$ cat config.mk
export PLATFORM = sky130hd
export DESIGN_NAME = mem_stage
export DESIGN_NICKNAME = d
export VERILOG_FILES = /design/src/rtl/mem_stage_pkg.sv /design/src/rtl/mem_load_align.sv /design/src/rtl/mem_stage.sv
export SDC_FILE = /design/constraint.sdc
export NUM_CORES = 1
export LEC_CHECK = 0
export ABC_AREA = 1
export CORE_AREA = 5 5 185 187
export CTS_CLUSTER_SIZE = 24
export DETAILED_ROUTE_END_ITERATION = 16
export DIE_AREA = 0 0 190 192
export GPL_ROUTABILITY_DRIVEN = 0
export MAX_ROUTING_LAYER = met4
export PLACE_DENSITY_LB_ADDON = 0.05
export SLEW_MARGIN = 10
export SYNTH_ARGS = -nofsm -noshare
export SYNTH_HDL_FRONTEND = slang
export SYNTH_HIERARCHICAL = 1
export SYNTH_SLANG_ARGS = --single-unit
$ cat constraint.sdc
create_clock -name clk -period 4.46 [get_ports clk]
set_clock_uncertainty 0.2 [all_clocks]
set_input_delay 0.892 -clock clk [delete_from_list [all_inputs] [get_ports clk]]
set_output_delay 0.892 -clock clk [all_outputs]
set_load 0.01 [all_outputs]
$ cat src/rtl/mem_stage_pkg.sv
// mem_stage_pkg: load opcodes, side-bus default width, cancel states and the MS register layout
package mem_stage_pkg;
   localparam logic [2:0] LD_NONE = 3'd0;
   localparam logic [2:0] LD_B    = 3'd1;
   localparam logic [2:0] LD_H    = 3'd2;
   localparam logic [2:0] LD_W    = 3'd3;
   localparam logic [2:0] LD_BU   = 3'd4;
   localparam logic [2:0] LD_HU   = 3'd5;
   localparam int SIDE_WD_DEF = 128;
   typedef enum logic {C_IDLE = 1'b0, C_DROP = 1'b1} cancel_e;
   typedef struct packed {
      logic [31:0] pc;
      logic [31:0] result;
      logic [4:0]  dest;
      logic        gr_we;
      logic [2:0]  ld_op;
      logic        mem_req;
      logic        ex;
   } ms_reg_t;
endpackage

$ cat src/rtl/mem_load_align.sv
// mem_load_align: picks the addressed byte/halfword of a load word and extends it
module mem_load_align import mem_stage_pkg::*; (
   input  logic [2:0]  ld_op,
   input  logic [1:0]  addr,
   input  logic [31:0] rdata,
   output logic [31:0] result
);
   logic [7:0]  b;
   logic [15:0] h;
   always_comb begin
      b = rdata[{addr, 3'b000} +: 8];
      h = addr[1] ? rdata[31:16] : rdata[15:0];
      result = (ld_op == LD_W)  ? rdata :
               (ld_op == LD_B)  ? {{24{b[7]}}, b} :
               (ld_op == LD_BU) ? {24'd0, b} :
               (ld_op == LD_H)  ? {{16{h[15]}}, h} :
               (ld_op == LD_HU) ? {16'd0, h} : rdata;
   end
endmodule

$ cat src/rtl/mem_stage.sv
// mem_stage: LoongArch MEM stage (EX->MS register, data_ok wait, load align, flush cancel).
// MS_RDATA_BUF_EN adds a load-data buffer so WB back-pressure can coexist with data_ok.
module mem_stage import mem_stage_pkg::*; #(
   parameter int SIDE_WD = SIDE_WD_DEF
) (
   input  logic               clk,
   input  logic               resetn,
   output logic               ms_allowin,
   input  logic               es_to_ms_valid,
   input  logic [31:0]        es_pc,
   input  logic [31:0]        es_result,
   input  logic [4:0]         es_dest,
   input  logic               es_gr_we,
   input  logic [2:0]         es_ld_op,
   input  logic               es_mem_req,
   input  logic               es_ex,
   input  logic [SIDE_WD-1:0] es_side_bus,
   input  logic               data_sram_data_ok,
   input  logic [31:0]        data_sram_rdata,
   input  logic               ws_allowin,
   input  logic               ws_flush_pipe,
   output logic               ms_to_ws_valid,
   output logic [31:0]        ms_pc,
   output logic [31:0]        ms_final_result,
   output logic [4:0]         ms_dest,
   output logic               ms_gr_we,
   output logic               ms_ex,
   output logic [SIDE_WD-1:0] ms_side_bus,
   output logic               ms_fwd_valid,
   output logic [4:0]         ms_fwd_dest,
   output logic [31:0]        ms_fwd_data,
   output logic               ms_fwd_blocked
);
   logic               ms_valid_q, ms_valid_d;
   cancel_e            cancel_q, cancel_d;
   logic               buf_valid_q, buf_valid_d;
   logic [31:0]        buf_data_q, buf_data_d;
   ms_reg_t            ms_r_q, ms_r_d;
   logic [SIDE_WD-1:0] side_q, side_d;
   logic               ready_go, load_en;
   logic [31:0]        rdata_src, load_data;

   mem_load_align u_align (
      .ld_op  (ms_r_q.ld_op),
      .addr   (ms_r_q.result[1:0]),
      .rdata  (rdata_src),
      .result (load_data)
   );

   always_comb begin
      ready_go = !ms_r_q.mem_req | (data_sram_data_ok & (cancel_q == C_IDLE)) | buf_valid_q;
      ms_allowin = !ms_valid_q | (ready_go & ws_allowin);
      ms_to_ws_valid = ms_valid_q & ready_go & !ws_flush_pipe;
      load_en = ms_allowin & es_to_ms_valid;
      ms_valid_d = ws_flush_pipe ? 1'b0 : ms_allowin ? es_to_ms_valid : ms_valid_q;
      ms_r_d = load_en ? ms_reg_t'{es_pc, es_result, es_dest, es_gr_we, es_ld_op, es_mem_req, es_ex} : ms_r_q;
      side_d = load_en ? es_side_bus : side_q;
      // a response arriving with the flush still belongs to the flushed load, so nothing is left to drop
      cancel_d = (ws_flush_pipe & ms_valid_q & ms_r_q.mem_req & !ready_go) ? C_DROP :
                 data_sram_data_ok ? C_IDLE : cancel_q;
      rdata_src = buf_valid_q ? buf_data_q : data_sram_rdata;
      ms_final_result = (ms_r_q.ld_op == LD_NONE) ? ms_r_q.result : load_data;
      ms_pc = ms_r_q.pc;
      ms_dest = ms_r_q.dest;
      ms_gr_we = ms_r_q.gr_we;
      ms_ex = ms_r_q.ex;
      ms_side_bus = side_q;
      ms_fwd_valid = ms_valid_q & ms_r_q.gr_we & (ms_r_q.dest != 5'd0);
      ms_fwd_dest = ms_r_q.dest;
      ms_fwd_data = ms_final_result;
      ms_fwd_blocked = ms_valid_q & (ms_r_q.ld_op != LD_NONE) & !ready_go;
   end

`ifdef MS_RDATA_BUF_EN
   always_comb begin
      buf_valid_d = (ws_flush_pipe | (ready_go & ws_allowin)) ? 1'b0 :
                    (ms_valid_q & ms_r_q.mem_req & data_sram_data_ok & (cancel_q == C_IDLE)) ? 1'b1 : buf_valid_q;
      buf_data_d = (!buf_valid_q & data_sram_data_ok & !ws_allowin) ? data_sram_rdata : buf_data_q;
   end
`else
   always_comb begin
      buf_valid_d = 1'b0;
      buf_data_d = buf_data_q;
   end
   a_wb_never_stalls: assert property (@(posedge clk) disable iff (!resetn) !(data_sram_data_ok && !ws_allowin));
`endif

   always_ff @(posedge clk) begin
      if (!resetn) begin
         ms_valid_q  <= 1'b0;
         cancel_q    <= C_IDLE;
         buf_valid_q <= 1'b0;
         ms_r_q      <= '0;
      end else begin
         ms_valid_q  <= ms_valid_d;
         cancel_q    <= cancel_d;
         buf_valid_q <= buf_valid_d;
         ms_r_q      <= ms_r_d;
      end
      side_q     <= side_d;
      buf_data_q <= buf_data_d;
   end
endmodule

==> impl_metrics.toml <==
[critical_path]
end_kind = "output pin"
worstPathArrival_ps = 3020
timing.rr.start = "ms_valid_q"
slowest_stage = "clkdlybuf4s50_1"
path_cells = "clkdlybuf4s50_1 > nand2_1 > nand2_2 > o21ai_2 > nor2_4 > buf_12 > o21ai_0 > nand2_1 > nand2_1 > o21ai_0 > clkdlybuf4s50_1"
crit_fanout = 12
cp.required_ps = 3370
worst-path-buf-inv = 3
cpMostUsedCell = "nand2_1"
r2r_setup_slack_ps = 2090
r2r_cells = 6
cp_top_family = "buffers and inverters"
cp_slowest_stage_delay_ps = 670
rr_endpoint = "ms_r_q[35]"
worst_setup_path_start_kind = "input pin"
criticalPathCategory = "input pin to output pin"

[die]
initial_core_util_pct = 30.5
num_rows = 66
die_area_um2 = 36500
io_pins = 481
fp.coreArea_um2 = 32300
die_h_um = 192
fp.dieW_um = 190

[sta]
finalCriticalPeriod_ps = 4110
tns_ps = 0
hold_viol_final = 0
setup_viol = 0
max_freq_mhz = 243
timing_worst_slew_pin_value_ps = 963
finalWorstSetupSlack_ps = 350
post-route-period-util_pct = 92.1
relSlewSlack_pct = 35.8
slew_violations = 0
rsz0062_at_grt = "no"

[global_routing]
grt_usage_pct = 18.6
grt_pass1_wl_mm = 51.2
antenna_found_initial = 5
grt_max_degree = 77
grt.overflow.total = 0
grt_pass1_vias = 8444

[synthesis]
synth_xor_area_share_pct = 0
synthArstFlopShare_pct = 0
synth_common_cells = "nand2_1, inv_1, edfxtp_1"
synth_edf_count = 128
yosys_warnings = 6
syn_avg_cell_area_um2 = 8.45
synth_compound_area_share_pct = 3.78
netlist.area_leader.share_pct = 39.0
synth-seq-area-share_pct = 54.6
yosysTopAreaCell = "edfxtp_1"
yosys.area_share.adder_pct = 0
synthTopCellsByArea = "edfxtp_1, dfxtp_1, nand2_1"
synth_top_family_by_area = "simple AND/OR/NAND/NOR gates"
synthMuxAreaShare_pct = 0
synth-simple-area-share_pct = 23.0
yosysMostFrequentCell = "nand2_1"
synth_area_um2 = 9860
ys.flop_type = "edfxtp_1"
postSynthCellCount = 1167
synth_cell_types = 29
yosys_register_bits = 205
synth_nets = 1408

[placement]
place_area_um2 = 14500
port_buffers = 480
placedCellCount = 1968
post-dp-hpwl_mm = 25.7
post-place-ws_ps = 351

[clocking]
cts_root_buf = "clkbuf_16"
worstSkewPairLatency_ps = 520
cts_resized = 0
htree_levels = 1
clock_sinks = 205
cts_hold_buf = 0
cts_tree = "done"
post-cts-setup-buffers = 0
path_clk_slew_ps = 60
cts_made_buffers = 26
cts_buffer_depth = 3

[power_and_ir_drop]
finalPower_mw = 5.52
leakagePower_nw = 6.85
powerDensity_nw_per_um2 = 360
peakVddDrop_v = 0.000287

[drt]
drc = 0
firstDrtPassIters = 5
first_iter_violations = 462
via_count = 8693
routed_via_density = 4.30
wl_per_cell_um = 17.4
drt.antenna.violating_nets = 0
routed_wl_mm = 35.1

[worst_hold_path]
min_from = "ms_pc[1]"
hold_depth = 4
hp-class = "flip-flop to flip-flop"
holdPathEnd = "ms_pc[1]"

[finish]
design_area_um2 = 15300
fillers = 3150
fin_cells = 2020
layout-drive-gt1-share_pct = 6.10
nNetsFinal = 1795
area_delta_synth_final_pct = 55.5

[flow_run]
drv_cap = 0

[run_status]
status = "finished clean"
-- area by class of cell --
class / count / area (um^2) / area share [%]
Inverter: 252 / 957 / 6.24
Clock buffer: 38 / 716 / 4.67
Timing Repair Buffer: 493 / 4930 / 32.2
Sequential cell: 205 / 5390 / 35.1
Antenna cell: 5 / 12.5 / 0.0816
Multi-Input combinational cell: 576 / 2670 / 17.4
Clock inverter: 9 / 106 / 0.694
Tap cell: 442 / 553 / 3.61
-- logic make-up (layout without fill, tap and decap cells) --
logic type             after synthesis  after routing
AOI/OAI and AO/OA                   66             66
other                                0              5
and+or+nand+nor                    510            510
buffers and inverters              386            792
DFF                                205            205
-- tightest hold or removal path, cell delays in order, from the launching register on --
cell and delay (ps):
dfxtp_1 310, inv_1 50, nand2_1 40, inv_1 40
nor2_1 30
-- cell usage in the layout (no fill, tap or decap), types with 11 or more instances in the layout --
master	count
o21ai_2	11
edfxtp_1	128
buf_4	11
nand4_1	76
o21ai_0	41
dfxtp_1	77
nand2_1	280
clkbuf_16	26
clkdlybuf4s50_1	478
nand3_1	39
inv_1	234
a21oi_1	11
nor2_1	95
inv_2	14
-- through the flow --
stage | hold WS, ps | util, %
final | 307 | 47.5
after global routing | 333 | 47.5
after detailed placement | 294 | 44.9
after CTS | 306 | 47.4
after floorplan | 287 | -
after global placement | 294 | 44.9
-- flip-flops by register name, indices dropped and copies added, names as in the netlist --
register,flops
ms_dest,5
ms_ex,1
ms_gr_we,1
cancel_q,1
ms_side_bus,128
ms_r_q,36
ms_pc,32
ms_valid_q,1
-- routing by layer --
metal	wire, um	vias up	GRT usage [%]
met5	0	-	-
met4	568	0	4.03
met3	2770	40	4.60
met2	17600	323	32.1
met1	14100	3998	22.2
li1	-	4332	-
-- how the worst max path moves through the flow --
stage                   startpoint             endpoint  depth (start not counted)
2_1_floorplan    data_sram_data_ok       ms_side_bus[0]                          6
4_1_cts        data_sram_rdata[31]  ms_final_result[31]                         11
5_1_grt        data_sram_rdata[31]  ms_final_result[26]                         11
6_report       data_sram_rdata[31]  ms_final_result[31]                         11
3_3_place_gp   data_sram_rdata[31]  ms_final_result[31]                         11
3_5_place_dp   data_sram_rdata[31]  ms_final_result[31]                         11
-- where the power goes --
| part | leakage (nW) | total, mW | switching, mW | internal, mW |
|---|---|---|---|---|
| sequential | 1.88 | 2.20 | 0.0462 | 2.15 |
| combinational | 4.57 | 1.28 | 0.608 | 0.673 |
| clock | 0.398 | 2.04 | 0.817 | 1.22 |
No activity file was read; power rests on OpenSTA's default activity.
